$ cat src/rtl/mbist_pkg.sv
// Shared types and March C- element tables for the MBIST controller.
// Element tables are 8 bits wide so indexing with any 3-bit element code stays in range.
package mbist_pkg;

  typedef enum logic [3:0] {
    ST_IDLE,
    ST_PREP,
    ST_M0,
    ST_M1,
    ST_M2,
    ST_M3,
    ST_M4,
    ST_M5,
    ST_DRAIN,
    ST_DONE
  } state_e;

  localparam logic [2:0] ELEM_M0 = 3'd0;
  localparam logic [2:0] ELEM_M1 = 3'd1;
  localparam logic [2:0] ELEM_M2 = 3'd2;
  localparam logic [2:0] ELEM_M3 = 3'd3;
  localparam logic [2:0] ELEM_M4 = 3'd4;
  localparam logic [2:0] ELEM_M5 = 3'd5;

  // Bit e of each table describes element Me.
  localparam logic [7:0] ELEM_DOWN   = 8'b0001_1000;  // M3, M4 descend
  localparam logic [7:0] ELEM_TWO_OP = 8'b0001_1110;  // M1..M4 are (read, write)
  localparam logic [7:0] ELEM_RD_BG  = 8'b0001_0100;  // M2, M4 read all-ones
  localparam logic [7:0] ELEM_WR_BG  = 8'b0000_1010;  // M1, M3 write all-ones

  localparam int OPS_PER_ADDR = 10;

  function automatic logic is_elem_state(state_e s);
    return (s >= ST_M0) && (s <= ST_M5);
  endfunction

  function automatic logic [2:0] state_elem(state_e s);
    return 3'(4'(s) - 4'(ST_M0));
  endfunction

  function automatic logic op_is_write(logic [2:0] e, logic op);
    return ELEM_TWO_OP[e] ? op : (e == ELEM_M0);
  endfunction

endpackage

$ cat src/rtl/mbist_checker.sv
// Read-data checker: 2-deep expected/valid pipeline aligned to memory read latency,
// comparator, saturating error counter and first-failure capture.
module mbist_checker
  import mbist_pkg::*;
#(
  parameter int DATA_WIDTH = 8,
  parameter int ADDR_WIDTH = 3
) (
  input  logic                  clk,
  input  logic                  rst,
  input  logic                  clear,
  input  logic                  issue_vld,
  input  logic [DATA_WIDTH-1:0] issue_exp,
  input  logic [ADDR_WIDTH-1:0] issue_addr,
  input  logic [2:0]            issue_elem,
  input  logic [DATA_WIDTH-1:0] rdata,
  output logic                  fail,
  output logic [15:0]           err_count,
  output logic [ADDR_WIDTH-1:0] fail_addr,
  output logic [2:0]            fail_elem,
  output logic [DATA_WIDTH-1:0] fail_syn
);

  logic [1:0]            vld_q;
  logic [DATA_WIDTH-1:0] exp_q1, exp_q2;
  logic [ADDR_WIDTH-1:0] addr_q1, addr_q2;
  logic [2:0]            elem_q1, elem_q2;
  logic [DATA_WIDTH-1:0] syn;
  logic                  mismatch;

  assign syn      = rdata ^ exp_q2;
  assign mismatch = vld_q[1] && (syn != '0);

  // NOTE: only the valid bits need a reset; payload stages are ignored until
  // their valid bit is set, so they are left unreset like a RAM would be.
  always_ff @(posedge clk) begin
    exp_q1  <= issue_exp;
    exp_q2  <= exp_q1;
    addr_q1 <= issue_addr;
    addr_q2 <= addr_q1;
    elem_q1 <= issue_elem;
    elem_q2 <= elem_q1;
  end

  always_ff @(posedge clk) begin
    if (rst) begin
      vld_q     <= '0;
      fail      <= 1'b0;
      err_count <= '0;
      fail_addr <= '0;
      fail_elem <= '0;
      fail_syn  <= '0;
    end else begin
      vld_q <= {vld_q[0], issue_vld};
      if (clear) begin
        fail      <= 1'b0;
        err_count <= '0;
        fail_addr <= '0;
        fail_elem <= '0;
        fail_syn  <= '0;
      end else if (mismatch) begin
        fail <= 1'b1;
        if (err_count != 16'hFFFF) err_count <= err_count + 16'd1;
        if (!fail) begin
          fail_addr <= addr_q2;
          fail_elem <= elem_q2;
          fail_syn  <= syn;
        end
      end
    end
  end

endmodule

$ cat src/rtl/mbist_march_ctrl.sv
// March C- MBIST controller: FSM plus address/op generator driving registered
// memory commands, with read checking delegated to mbist_checker.
module mbist_march_ctrl
  import mbist_pkg::*;
#(
  parameter int          DATA_WIDTH = 8,
  parameter int          ADDR_WIDTH = 3,
  parameter int unsigned LAST_ADDR  = (1 << ADDR_WIDTH) - 1
) (
  input  logic                  clk,
  input  logic                  rst,
  input  logic                  start,
  output logic                  write_read,
  output logic [ADDR_WIDTH-1:0] address,
  output logic [DATA_WIDTH-1:0] wdata,
  input  logic [DATA_WIDTH-1:0] rdata,
  output logic                  busy,
  output logic                  done,
  output logic                  fail,
  output logic [15:0]           err_count,
  output logic [ADDR_WIDTH-1:0] fail_addr,
  output logic [2:0]            fail_elem,
  output logic [DATA_WIDTH-1:0] fail_syn
);

  localparam logic [ADDR_WIDTH-1:0] LAST = ADDR_WIDTH'(LAST_ADDR);

  state_e                state_q, state_d;
  logic [ADDR_WIDTH-1:0] addr_q, addr_d, term_d;
  logic                  op_q, op_d;
  logic [2:0]            elem, elem_d;
  logic                  at_term, last_op, in_elem_d, accept;
  logic                  wr_d;
  logic [DATA_WIDTH-1:0] wdata_d;
  logic                  rd_vld_q;
  logic [DATA_WIDTH-1:0] rd_exp_q;
  logic [2:0]            rd_elem_q;

  assign accept = start && (state_q == ST_IDLE || state_q == ST_DONE);
  assign busy   = (state_q != ST_IDLE) && (state_q != ST_DONE);
  assign done   = (state_q == ST_DONE);

  // NOTE: every signal written here gets a default first, so no path can
  // leave one unassigned and infer a latch.
  always_comb begin
    state_d = state_q;
    addr_d  = addr_q;
    op_d    = op_q;
    elem    = state_elem(state_q);
    at_term = ELEM_DOWN[elem] ? (addr_q == '0) : (addr_q == LAST);
    last_op = !ELEM_TWO_OP[elem] || op_q;
    case (state_q)
      ST_IDLE, ST_DONE: begin
        if (start) begin
          state_d = ST_PREP;
          addr_d  = '0;
          op_d    = 1'b0;
        end
      end
      ST_PREP: begin
        state_d = ST_M0;
        addr_d  = '0;
        op_d    = 1'b0;
      end
      ST_DRAIN: begin
        op_d = 1'b1;
        if (op_q) begin
          state_d = ST_DONE;
          op_d    = 1'b0;
        end
      end
      default: begin
        if (!last_op) begin
          op_d = 1'b1;
        end else begin
          op_d = 1'b0;
          if (at_term) begin
            // Counters never wrap: the terminal address hands over to the next element.
            state_d = state_e'(4'(state_q) + 4'd1);
            addr_d  = ELEM_DOWN[3'(elem + 3'd1)] ? LAST : '0;
          end else begin
            addr_d = ELEM_DOWN[elem] ? addr_q - 1'b1 : addr_q + 1'b1;
          end
        end
      end
    endcase

    // Command for the next cycle; wdata runs one op ahead of its write.
    elem_d    = state_elem(state_d);
    in_elem_d = is_elem_state(state_d);
    term_d    = ELEM_DOWN[elem_d] ? '0 : LAST;
    wr_d      = in_elem_d && op_is_write(elem_d, op_d);
    wdata_d   = wdata;
    if (state_d == ST_PREP) begin
      wdata_d = '0;
    end else if (in_elem_d) begin
      if (ELEM_TWO_OP[elem_d] && !op_d)
        wdata_d = {DATA_WIDTH{ELEM_WR_BG[elem_d]}};
      else if (!ELEM_TWO_OP[elem_d] && op_is_write(elem_d, 1'b0) && addr_d != term_d)
        wdata_d = {DATA_WIDTH{ELEM_WR_BG[elem_d]}};
    end
  end

  // NOTE: sequential state uses non-blocking assignments so every register
  // samples pre-edge values regardless of statement order.
  always_ff @(posedge clk) begin
    if (rst) begin
      state_q    <= ST_IDLE;
      addr_q     <= '0;
      op_q       <= 1'b0;
      write_read <= 1'b0;
      address    <= '0;
      wdata      <= '0;
      rd_vld_q   <= 1'b0;
      rd_exp_q   <= '0;
      rd_elem_q  <= '0;
    end else begin
      state_q    <= state_d;
      addr_q     <= addr_d;
      op_q       <= op_d;
      write_read <= wr_d;
      address    <= in_elem_d ? addr_d : '0;
      wdata      <= wdata_d;
      rd_vld_q   <= in_elem_d && !wr_d;
      rd_exp_q   <= {DATA_WIDTH{ELEM_RD_BG[elem_d]}};
      rd_elem_q  <= elem_d;
    end
  end

  mbist_checker #(
    .DATA_WIDTH(DATA_WIDTH),
    .ADDR_WIDTH(ADDR_WIDTH)
  ) u_checker (
    .clk       (clk),
    .rst       (rst),
    .clear     (accept),
    .issue_vld (rd_vld_q),
    .issue_exp (rd_exp_q),
    .issue_addr(address),
    .issue_elem(rd_elem_q),
    .rdata     (rdata),
    .fail      (fail),
    .err_count (err_count),
    .fail_addr (fail_addr),
    .fail_elem (fail_elem),
    .fail_syn  (fail_syn)
  );

endmodule

$ cat config.mk
export PLATFORM = sky130hd
export DESIGN_NAME = mbist_march_ctrl
export DESIGN_NICKNAME = d
export VERILOG_FILES = /design/src/rtl/mbist_pkg.sv /design/src/rtl/mbist_checker.sv /design/src/rtl/mbist_march_ctrl.sv
export SDC_FILE = /design/constraint.sdc
export NUM_CORES = 1
export LEC_CHECK = 0
export ABC_AREA = 1
export BUFFER_PORTS_ARGS = -buffer_cell sky130_fd_sc_hd__buf_2
export CAP_MARGIN = 20
export CORE_ASPECT_RATIO = 0.5
export CORE_MARGIN = 8
export CORE_UTILIZATION = 50
export CTS_CLUSTER_DIAMETER = 40
export DETAILED_ROUTE_END_ITERATION = 7
export HOLD_SLACK_MARGIN = 0.1
export PLACE_DENSITY = 0.73
export SYNTH_ARGS = -nofsm -noshare
export SYNTH_HDL_FRONTEND = slang
export SYNTH_SLANG_ARGS = --single-unit
$ cat constraint.sdc
create_clock -name clk -period 2.9 [get_ports clk]
set_clock_uncertainty 0.05 [all_clocks]
set_input_delay 0.58 -clock clk [delete_from_list [all_inputs] [get_ports clk]]
set_output_delay 0.58 -clock clk [all_outputs]
set_load 0.05 [all_outputs]
==> results.ini, run 1 <==
[layout]
fin_nets = 474
final_common_cell = nand2_1
final_util = 0.613
syn_to_final_growth_pct = 19.9
instances_no_fill = 536
fin_area_mm2 = 0.00368
most-common-layout-cells = nand2_1, dfxtp_1, nor2_1, buf_2, inv_1
drive_gt1_frac = 0.233
antenna_cells = 0

[placed_design]
placed_cells = 520
place_area_mm2 = 0.00338
post-dp-hpwl_um = 4820
gp_congestion = 0.822
io_buffers = 55

[power_and_ir_drop]
power_leakage_nw = 1.74
ir_worst_vdd_mv = 0.519
power_density_mw_per_mm2 = 934
power.total_w = 0.00344

[floorplan]
initial_core_util = 0.511
core_area_mm2 = 0.00601
io_pins = 56
rows = 20
die_area_mm2 = 0.00905
die_w_um = 127
fp.dieH_um = 71.4

[sta]
min_period_ns = 2.66
fmax_mhz = 376
slew-limit-headroom = 0.661
finalHoldViolations = 0
setup_tns_ns = 0
tightest_slew_ns = 0.508
period_share = 0.916
setup_viol = 0
drv_slew = 0
rsz0062_at_grt = no

[critical_path]
cp_max_fo = 6
path_common_cell = nand2_1
path_class = flop to flop
cpMaxStageDelayCell = dfxtp_2
cp.required_ns = 3.06
max_stage_delay_ns = 0.38
arrival_ns = 2.82
critPathLaunchType = flop
end_kind = flop
crit_chain = inv_1 -> ha_1 -> nor2_1 -> nor2_4 -> fa_1 -> xnor2_1 -> xor2_1 -> nand2_1 -> nand2_1 -> nand2_1 -> nand2_1 -> inv_1 -> nor2_1 -> nand2_1 -> nand3_1 -> nand2_1 -> a21oi_1 -> nor2_1

[clock_tree]
clkTransAtPathRegs_ns = 0.05
cts_buffer_depth = 2
insertion_delay_ns = 0.32
htreeDepth = 3
numCtsBuffers = 9
cts.sinks = 64
cts_tree = built
cts_root_buffer = clkbuf_16
post_cts_buffers = 0

[route]
drtAntennaViolNets = 0
wl_per_cell_um = 11.9
wl_um = 6350
drtIter0Drc = 127
drc = 0
vias_per_cell = 4.74
vias = 2543
dr.pass1.iters = 4

[logic_synthesis]
ys_warn_count = 0
syn_inst = 398
synthFlopType = dfxtp_1
synth-seq-cells = 64
netlist_area_mm2 = 0.00307
syn_nets = 418
avgSynthCellArea_um2 = 7.71
synthArstFlopShare = 0
synth.distinct_cells = 40
seq_area_frac_synth = 0.418
synth_edf_count = 0

[global_routing]
antenna_found_initial = 0
grt_usage = 0.151
overflow = 0
first_global_vias = 2522
grt_max_degree = 22
grt_pass1_wl_um = 11200

[min_path]
hold_path.class = flop to flop

[outcome]
status = completed

[job]
drv_cap = 0

## path summary, 6_finish.rpt
path                                                  start                           to  slack [ns]  cells past startpoint
worst max-delay path                  state_q[0]$_SDFF_PP0_        wdata[6]$_SDFFE_PP0P_        0.24                     18
worst min-delay path            u_checker.exp_q1[0]$_DFF_P_  u_checker.exp_q2[0]$_DFF_P_        0.27                      0
worst max register to register        state_q[0]$_SDFF_PP0_        wdata[6]$_SDFFE_PP0P_        0.24                     18
worst min register to register  u_checker.exp_q1[0]$_DFF_P_  u_checker.exp_q2[0]$_DFF_P_        0.27                      0
## cells by family (layout without fill, tap and decap cells)
| group | count (synthesis) | after routing | share of synthesized area |
|---|---|---|---|
| adder cells (fa/ha/maj) | 9 | 9 | 0.0392 |
| flip-flops | 64 | 64 | 0.418 |
| AO/OA/AOI/OAI | 59 | 59 | 0.107 |
| buffers and inverters | 64 | 125 | 0.0926 |
| XOR/XNOR | 14 | 14 | 0.0473 |
| AND/OR/NAND/NOR | 188 | 188 | 0.296 |
## cells in the mapped netlist (2+ instances only)
master   number  share of area
nand2_2       4         0.0082
buf_2         2         0.0033
o21a_1        2         0.0049
o21ai_0      22          0.036
inv_2         8         0.0098
inv_1        41          0.050
nor4_1        4         0.0082
o21ai_1       3         0.0049
nor2_1       55          0.067
xor2_1        2         0.0057
ha_1          8          0.033
a21oi_1      25          0.041
nand2_4       5          0.018
nor2_4        3          0.011
buf_4         7          0.017
xnor2_1       9          0.026
nand2_1      72          0.088
o21ai_2       2         0.0057
nand3_4       2          0.011
dfxtp_1      64           0.42
nor3_1        7          0.011
nand3_1      22          0.036
buf_1         2         0.0024
xor2_2        3          0.016
nand4_1       8          0.016
nand3_2       2         0.0065
## metrics by stage
step                hold WS (ns)  setup WS [ns]
finish                     0.274          0.242
global route               0.286         0.0265
CTS                        0.276          0.171
detailed placement         0.264          0.189
global placement           0.260          0.329
floorplan                  0.260          0.372
## power by group
group	total [W]	internal [W]	switching (W)
combinational	0.00129	0.000409	0.000879
clock	0.00106	0.000708	0.000353
sequential	0.00109	0.00101	0.0000742
## sequential cells by signal, indices dropped and copies added, names as in the netlist, 2 cells and up
| register | cells |
|---|---|
| u_checker.vld_q | 2 |
| u_checker.fail_elem | 3 |
| u_checker.addr_q1 | 3 |
| u_checker.elem_q2 | 3 |
| address | 3 |
| u_checker.err_count | 16 |
| u_checker.addr_q2 | 3 |
| rd_elem_q | 2 |
| u_checker.elem_q1 | 3 |
| addr_q | 3 |
| u_checker.fail_syn | 8 |
| u_checker.fail_addr | 3 |
| state_q | 4 |
## what timing repair did
action / 4_1_cts / 5_1_grt
gates resized for setup: 0 / 2
setup endpoints to repair: 0 / 2
hold buffers: 0 / 0
## worst max-delay path, delay by kind of cell (launching register included)
family / cells / cell delay, ns
buffers and inverters: 2 / 0.16
adders and majority gates: 2 / 0.60
and+or+nand+nor: 11 / 0.85
xor gates and xnor gates: 2 / 0.37
AOI/OAI and AO/OA: 1 / 0.13
DFF: 1 / 0.38
## area by class of cell
type                       instances  area (um2)
tap                               77        96.3
clock buffer                      13         260
multi-input combinational        270        1500
fill                             555        2330
clock inverter                     3        40.0
timing repair buffer              58         298
sequential                        64        1280
inverter                          51         199
## layer usage
layer | vias to the layer above | track usage | share of wire
li1 | 1388 | - | -
met1 | 1114 | 0.159 | 0.45
met2 | 37 | 0.275 | 0.50
met3 | 4 | 0.0585 | 0.044
met4 | 0 | 0.0458 | 0.0069
met5 | - | 0 | 0
(Power assumes the default switching activity.)
==> run 2, diff against run 1 <==
--- a/config.mk
+++ b/config.mk
@@ -11,6 +11,7 @@
 export CORE_ASPECT_RATIO = 0.5
 export CORE_MARGIN = 8
 export CORE_UTILIZATION = 50
+export CTS_BUF_LIST = sky130_fd_sc_hd__clkbuf_4
 export CTS_CLUSTER_DIAMETER = 40
 export DETAILED_ROUTE_END_ITERATION = 7
 export HOLD_SLACK_MARGIN = 0.1
==> constraint.sdc (replaced) <==
create_clock -name clk -period 3.4 [get_ports clk]
set_clock_uncertainty 0.05 [all_clocks]
set_input_delay 0.68 -clock clk [delete_from_list [all_inputs] [get_ports clk]]
set_output_delay 0.68 -clock clk [all_outputs]
set_load 0.05 [all_outputs]
==> run 2 against run 1 <==
Count of clock-buffer cells in the layout fell by 4. Die area did not move. Via count rose by 1.3%. Clock power fell by 63%. First-iteration DRC count fell by 8.7%. Setup slack improved by 0.36 ns. Cell count fell by 0.37%. Worst hold slack improved by 0.0088 ns. Register-to-register slack improved by 0.36 ns. Largest power group unchanged.
==> results.ini, run 2 (synthesis gave the netlist of run 1 again) <==
[layout]
final_common_cell = nand2_1  ; unchanged
syn_to_final_growth_pct = 12.9  ; was 19.9%
largest_reg_flops = 16  ; unchanged
most-common-layout-cells = nand2_1, dfxtp_1, nor2_1, buf_2, inv_1  ; unchanged
regMostFlops = u_checker.err_count  ; unchanged
reg_top3 = u_checker.err_count (16), u_checker.fail_syn (8), state_q (4)  ; unchanged
fin_nets = 473  ; was 474
drive_gt1_frac = 0.225  ; was 0.233
antenna_cells = 0  ; unchanged
nFillCells = 606  ; was 555

[sta]
min_period_ns = 2.80  ; was 2.66 ns
setup_tns_ns = 0  ; unchanged
period_share = 0.823  ; was 0.916
finalHoldViolations = 0  ; unchanged
slew-limit-headroom = 0.653  ; was 0.661
hold_ws_ns = 0.282  ; was 0.274 ns
drv_slew = 0  ; unchanged
fmax_mhz = 357  ; was 376 MHz
setup_viol = 0  ; unchanged
rsz0062_at_grt = no  ; unchanged
tightest_slew_ns = 0.520  ; was 0.508 ns

[power_and_ir_drop]
ir_worst_vdd_mv = 0.472  ; was 0.519 mV
power_density_mw_per_mm2 = 693  ; was 934 mW/mm2
power_leakage_nw = 1.64  ; was 1.74 nW
power.total_w = 0.00240  ; was 0.00344 W

[critical_path]
cp.required_ns = 3.64  ; was 3.06 ns
cp_max_fo = 10  ; was 6
arrival_ns = 3.04  ; was 2.82 ns
path_class = flop to flop  ; unchanged
end_kind = flop  ; unchanged
critPathLaunchType = flop  ; unchanged

[global_routing]
grt_max_degree = 22  ; unchanged
grt_pass1_wl_um = 11300  ; was 11,200 um
met1_usage = 0.162  ; was 0.159
grt_usage = 0.151  ; about the same
antenna_found_initial = 0  ; unchanged
first_global_vias = 2597  ; was 2,522
use_met3 = 0.0452  ; was 0.0585
overflow = 0  ; unchanged
grt.busiest_layer = met2  ; unchanged
grtUsageMet2 = 0.278  ; was 0.275

[route]
vias_per_cell = 4.82  ; was 4.74
vias = 2576  ; was 2,543
drc = 0  ; unchanged
wl_um = 6350  ; about the same
drtIter0Drc = 116  ; was 127
dr.pass1.iters = 6  ; was 4
wl_per_cell_um = 11.9  ; about the same
drtAntennaViolNets = 0  ; unchanged

[clock_tree]
clkTransAtPathRegs_ns = 0.10  ; was 0.05 ns
numCtsBuffers = 9  ; unchanged
hold_buffers = 0  ; unchanged
cts.sinks = 64  ; unchanged
insertion_delay_ns = 0.39  ; was 0.32 ns
post_cts_buffers = 0  ; unchanged
cts_resized = 0  ; unchanged
htreeDepth = 3  ; unchanged
cts_root_buffer = clkbuf_4  ; was clkbuf_16
cts_tree = built  ; unchanged
cts_buffer_depth = 2  ; unchanged

[floorplan]
die_area_mm2 = 0.00905  ; unchanged
fp.dieH_um = 71.4  ; unchanged
initial_core_util = 0.511  ; unchanged
io_pins = 56  ; unchanged
rows = 20  ; unchanged
die_w_um = 127  ; unchanged
core_area_mm2 = 0.00601  ; unchanged

[placed_design]
gp_congestion = 0.883  ; was 0.822
post-dp-hpwl_um = 4900  ; was 4820 um
io_buffers = 55  ; unchanged

[outcome]
status = completed  ; unchanged

[job]
drv_cap = 0  ; unchanged

[min_path]
hold_path.class = flop to flop  ; unchanged

==> run 2: cell types whose count changed in the layout (fill, tap and decap cells not counted), sizes merged <==
cell / delta
clkinv: +4
clkbuf: -4
bufinv: -1
buf: -1
==> run 2: final timing paths <==
check                                               endpoint  slack, ns                         start  cells after the start
worst min register to register  u_checker.addr_q2[1]$_DFF_P_       0.28  u_checker.addr_q1[1]$_DFF_P_                      0
worst max register to register         wdata[6]$_SDFFE_PP0P_       0.60         state_q[0]$_SDFF_PP0_                     18
worst min-delay path            u_checker.addr_q2[1]$_DFF_P_       0.28  u_checker.addr_q1[1]$_DFF_P_                      0
worst max-delay path                   wdata[6]$_SDFFE_PP0P_       0.60         state_q[0]$_SDFF_PP0_                     18
==> run 2: layer usage <==
| layer | wire (um) | share of wire |
|---|---|---|
| met5 | 0 | 0 |
| met3 | 239 | 0.038 |
| met2 | 3070 | 0.48 |
| met1 | 2950 | 0.46 |
| met4 | 92 | 0.014 |
==> run 2: power breakdown <==
part	switching (W)	leakage, nW	internal (W)
Combinational	0.000747	1.06	0.000342
Sequential	0.0000668	0.519	0.000858
Clock	0.000251	0.0602	0.000136
Total	0.00106	1.64	0.00134
==> run 2: area by class of cell <==
type / instances / area [um2] / area share
flip-flops and latches: 64 / 1280 / 0.370
clock buffers: 9 / 67.6 / 0.0195
repair buffers: 57 / 290 / 0.0838
multi-input cells: 270 / 1500 / 0.434
clock inverters: 6 / 27.5 / 0.00795
inverters: 51 / 199 / 0.0574
well taps: 77 / 96.3 / 0.0278
==> run 2: worst max-delay path: stages (launching register included) <==
cell,delay [ns]
dfxtp_1,0.52
inv_1,0.15
ha_1,0.24
nor2_1,0.21
nor2_4,0.08
fa_1,0.38
xnor2_1,0.17
xor2_1,0.16
nand2_1,0.06
nand2_1,0.05
nand2_1,0.05
nand2_1,0.07
inv_1,0.06
nor2_1,0.08
nand2_1,0.06
nand3_1,0.06
nand2_1,0.08
a21oi_1,0.13
nor2_1,0.05
==> run 2: per-stage QoR <==
stage                util  setup WS (ns)  cell area [um2]  std cells
finish              0.577          0.601             3460        534
global route        0.577          0.322             3460        534
CTS                 0.577          0.627             3460        534
detailed placement  0.561          0.649             3370        519
global placement    0.561          0.722             3370        519
floorplan               -          0.872             3070        398
==> run 3, diff against run 2 <==
--- a/config.mk
+++ b/config.mk
@@ -15,7 +15,7 @@
 export CTS_CLUSTER_DIAMETER = 40
 export DETAILED_ROUTE_END_ITERATION = 7
 export HOLD_SLACK_MARGIN = 0.1
-export PLACE_DENSITY = 0.73
+export PLACE_DENSITY = 0.76
 export SYNTH_ARGS = -nofsm -noshare
 export SYNTH_HDL_FRONTEND = slang
 export SYNTH_SLANG_ARGS = --single-unit
==> constraint.sdc (replaced) <==
create_clock -name clk -period 2.4 [get_ports clk]
set_clock_uncertainty 0.05 [all_clocks]
set_input_delay 0.48 -clock clk [delete_from_list [all_inputs] [get_ports clk]]
set_output_delay 0.48 -clock clk [all_outputs]
set_load 0.05 [all_outputs]
==> run 3 against run 2 <==
The run now ends with setup timing left. Largest cell class unchanged. Setup slack lost 0.66 ns. Die area stayed put. Critical path type unchanged. Core utilization rose by 4.3 points.
==> results.ini, run 3 (synthesis gave the netlist of run 1 again) <==
[outcome]
status = complete, but fails checks  ; was completed
violations = setup timing

[sta]
fin_ws_ns = -0.0562  ; was 0.601 ns
period_share = 1.02  ; was 0.823
slew-limit-headroom = 0.756  ; was 0.653
hold_ws_ns = 0.276  ; was 0.282 ns
drv_slew = 0  ; unchanged
fmax_mhz = 407  ; was 357 MHz
tightest_slew_ns = 0.363  ; was 0.520 ns
rsz0062_at_grt = yes  ; was no
min_period_ns = 2.46  ; was 2.80 ns
finalHoldViolations = 0  ; unchanged
setup_viol = 2  ; was 0

[layout]
seqCellArea_mm2 = 0.00129  ; was 0.00128 mm2
final_common_cell = nand2_1  ; unchanged
reg_top3 = u_checker.err_count (16), u_checker.fail_syn (8), state_q (4)  ; unchanged
nFillCells = 542  ; was 606
antenna_cells = 0  ; unchanged
syn_to_final_growth_pct = 21.3  ; was 12.9%
largest_reg_flops = 16  ; unchanged
most-common-layout-cells = nand2_1, dfxtp_1, buf_2, nor2_1, inv_1  ; was nand2_1, dfxtp_1, nor2_1, buf_2, inv_1
drive_gt1_frac = 0.300  ; was 0.225
multi_input_area_mm2 = 0.00160  ; was 0.00150 mm2
regMostFlops = u_checker.err_count  ; unchanged
fin_nets = 492  ; was 473

[route]
dr.pass1.iters = 4  ; was 6
drc = 0  ; unchanged
wl_um = 6530  ; was 6350 um
vias = 2642  ; was 2,576
vias_per_cell = 4.78  ; was 4.82
wl_per_cell_um = 11.8  ; was 11.9 um
drtAntennaViolNets = 0  ; unchanged
drtIter0Drc = 108  ; was 116

[clock_tree]
cts.sinks = 64  ; unchanged
clkTransAtPathRegs_ns = 0.10  ; about the same
insertion_delay_ns = 0.40  ; was 0.39 ns
numCtsBuffers = 9  ; unchanged
cts_tree = built  ; unchanged
cts_buffer_depth = 2  ; unchanged
htreeDepth = 3  ; unchanged
hold_buffers = 0  ; unchanged
cts_root_buffer = clkbuf_4  ; unchanged

[global_routing]
grt_usage = 0.155  ; was 0.151
antenna_found_initial = 0  ; unchanged
grt_max_degree = 19  ; was 22
overflow = 0  ; unchanged
grt_pass1_wl_um = 11400  ; was 11,300 um
first_global_vias = 2519  ; was 2,597

[critical_path]
timing.reg2reg.setup_slack_ns = -0.06  ; was 0.60 ns
r2r_cells = 18  ; unchanged
rr_startpoint = state_q[1]$_SDFF_PP0_  ; was state_q[0]$_SDFF_PP0_
cp.required_ns = 2.66  ; was 3.64 ns
critPathLaunchType = flop  ; unchanged
path_common_cell = nand2_1  ; unchanged
cpMaxStageDelayCell = dfxtp_4  ; was dfxtp_1
crit_chain = ha_4 -> inv_4 -> nor2_4 -> nor2_4 -> fa_2 -> xnor2_2 -> xor2_1 -> nand2_1 -> nand2_1 -> nand2_1 -> nand2_2 -> inv_2 -> nor2_1 -> nand2_1 -> nand3_2 -> nand2_2 -> a21oi_2 -> nor2_1  ; was inv_1 -> ha_1 -> nor2_1 -> nor2_4 -> fa_1 -> xnor2_1 -> xor2_1 -> nand2_1 -> nand2_1 -> nand2_1 -> nand2_1 -> inv_1 -> nor2_1 -> nand2_1 -> nand3_1 -> nand2_1 -> a21oi_1 -> nor2_1
max_stage_delay_ns = 0.38  ; was 0.52 ns
reg2reg_to = wdata[6]$_SDFFE_PP0P_  ; unchanged
arrival_ns = 2.72  ; was 3.04 ns
path_class = flop to flop  ; unchanged
cp_max_fo = 4  ; was 10
end_kind = flop  ; unchanged

[floorplan]
die_w_um = 127  ; unchanged
io_pins = 56  ; unchanged
core_area_mm2 = 0.00601  ; unchanged
die_area_mm2 = 0.00905  ; unchanged
fp.dieH_um = 71.4  ; unchanged
rows = 20  ; unchanged
initial_core_util = 0.511  ; unchanged

[placed_design]
pre_cts_slack_ns = -0.110  ; was 0.649 ns
gp_congestion = 0.832  ; was 0.883
io_buffers = 55  ; unchanged
post-dp-hpwl_um = 4910  ; was 4900 um

[power_and_ir_drop]
ir_worst_vdd_mv = 0.822  ; was 0.472 mV
power_density_mw_per_mm2 = 1010  ; was 693 mW/mm2
power_leakage_nw = 1.74  ; was 1.64 nW

[min_path]
hold_path_depth = 0  ; unchanged
min_to = u_checker.elem_q2[2]$_DFF_P_  ; was u_checker.addr_q2[1]$_DFF_P_
hold_start = u_checker.elem_q1[2]$_DFF_P_  ; was u_checker.addr_q1[1]$_DFF_P_
hold_path.class = flop to flop  ; unchanged

[job]
drv_cap = 0  ; unchanged

==> run 3: cell count changes in the layout (fill, tap and decap cells not counted), moves of 3 or more <==
| cell | previous run | this run |
|---|---|---|
| buf_4 | 2 | 21 |
| dfxtp_1 | 64 | 61 |
| ha_1 | 8 | 3 |
| ha_4 | 0 | 4 |
| inv_1 | 41 | 37 |
| inv_2 | 8 | 11 |
==> run 3: layer usage <==
layer | part of all wire | routed length (um) | GRT usage | vias up
met5 | 0 | 0 | 0 | -
met4 | 0.0093 | 61 | 0.0484 | 0
met3 | 0.049 | 320 | 0.0570 | 8
met2 | 0.49 | 3200 | 0.282 | 43
met1 | 0.45 | 2950 | 0.165 | 1167
li1 | - | - | - | 1424
==> run 3: report_power, final <==
group          internal, W  total, W  leakage, nW  switching [W]
Sequential         0.00122   0.00131        0.521      0.0000919
Clock             0.000225  0.000578       0.0625       0.000353
Combinational     0.000705   0.00187         1.16        0.00117
==> run 3: layout make-up <==
type,count,share of cell area
Clock buffer,11,0.0222
Clock inverter,4,0.00605
Inverter,51,0.0541
Multi-Input combinational cell,270,0.429
Sequential cell,64,0.347
Tap cell,77,0.0259
Timing Repair Buffer,76,0.116
==> run 3: how the worst max path moves through the flow <==
stage                                from                    end  slack, ns
global placement    state_q[1]$_SDFF_PP0_  wdata[6]$_SDFFE_PP0P_      -0.04
global route        state_q[1]$_SDFF_PP0_  wdata[6]$_SDFFE_PP0P_      -0.26
finish              state_q[1]$_SDFF_PP0_  wdata[6]$_SDFFE_PP0P_      -0.06
CTS                 state_q[1]$_SDFF_PP0_  wdata[6]$_SDFFE_PP0P_      -0.03
floorplan           state_q[1]$_SDFF_PP0_  wdata[6]$_SDFFE_PP0P_      0.002
detailed placement  state_q[1]$_SDFF_PP0_  wdata[6]$_SDFFE_PP0P_      -0.11
==> run 3: repair_timing <==
action / CTS / global route
resized for setup: 11 / 12
pin swaps: 3 / 4
buffers inserted: 0 / 1
endpoints found under the hold margin: 0 / 0
setup endpoints to repair: 4 / 5
==> run 3: metrics by stage <==
stage	TNS (ns)	cell area (um2)	utilization	instances	total power (W)
3_3_place_gp	-0.0450	3520	0.586	537	0.00304
6_report	-0.0633	3720	0.620	553	0.00376
3_5_place_dp	-0.119	3520	0.586	537	0.00307
5_1_grt	-0.561	3720	0.620	553	0.00409
2_1_floorplan	0	3090	-	398	0.00261
4_1_cts	-0.0269	3660	0.610	552	0.00370
==> run 3: worst max-delay path: cells and delay by family, from the launching register on <==
| family | cells | cell delay, ns |
|---|---|---|
| xor+xnor | 2 | 0.33 |
| compound gates | 1 | 0.12 |
| fa+ha+maj | 2 | 0.68 |
| buf+inv | 2 | 0.09 |
| simple gates | 11 | 0.72 |
| flops | 1 | 0.38 |
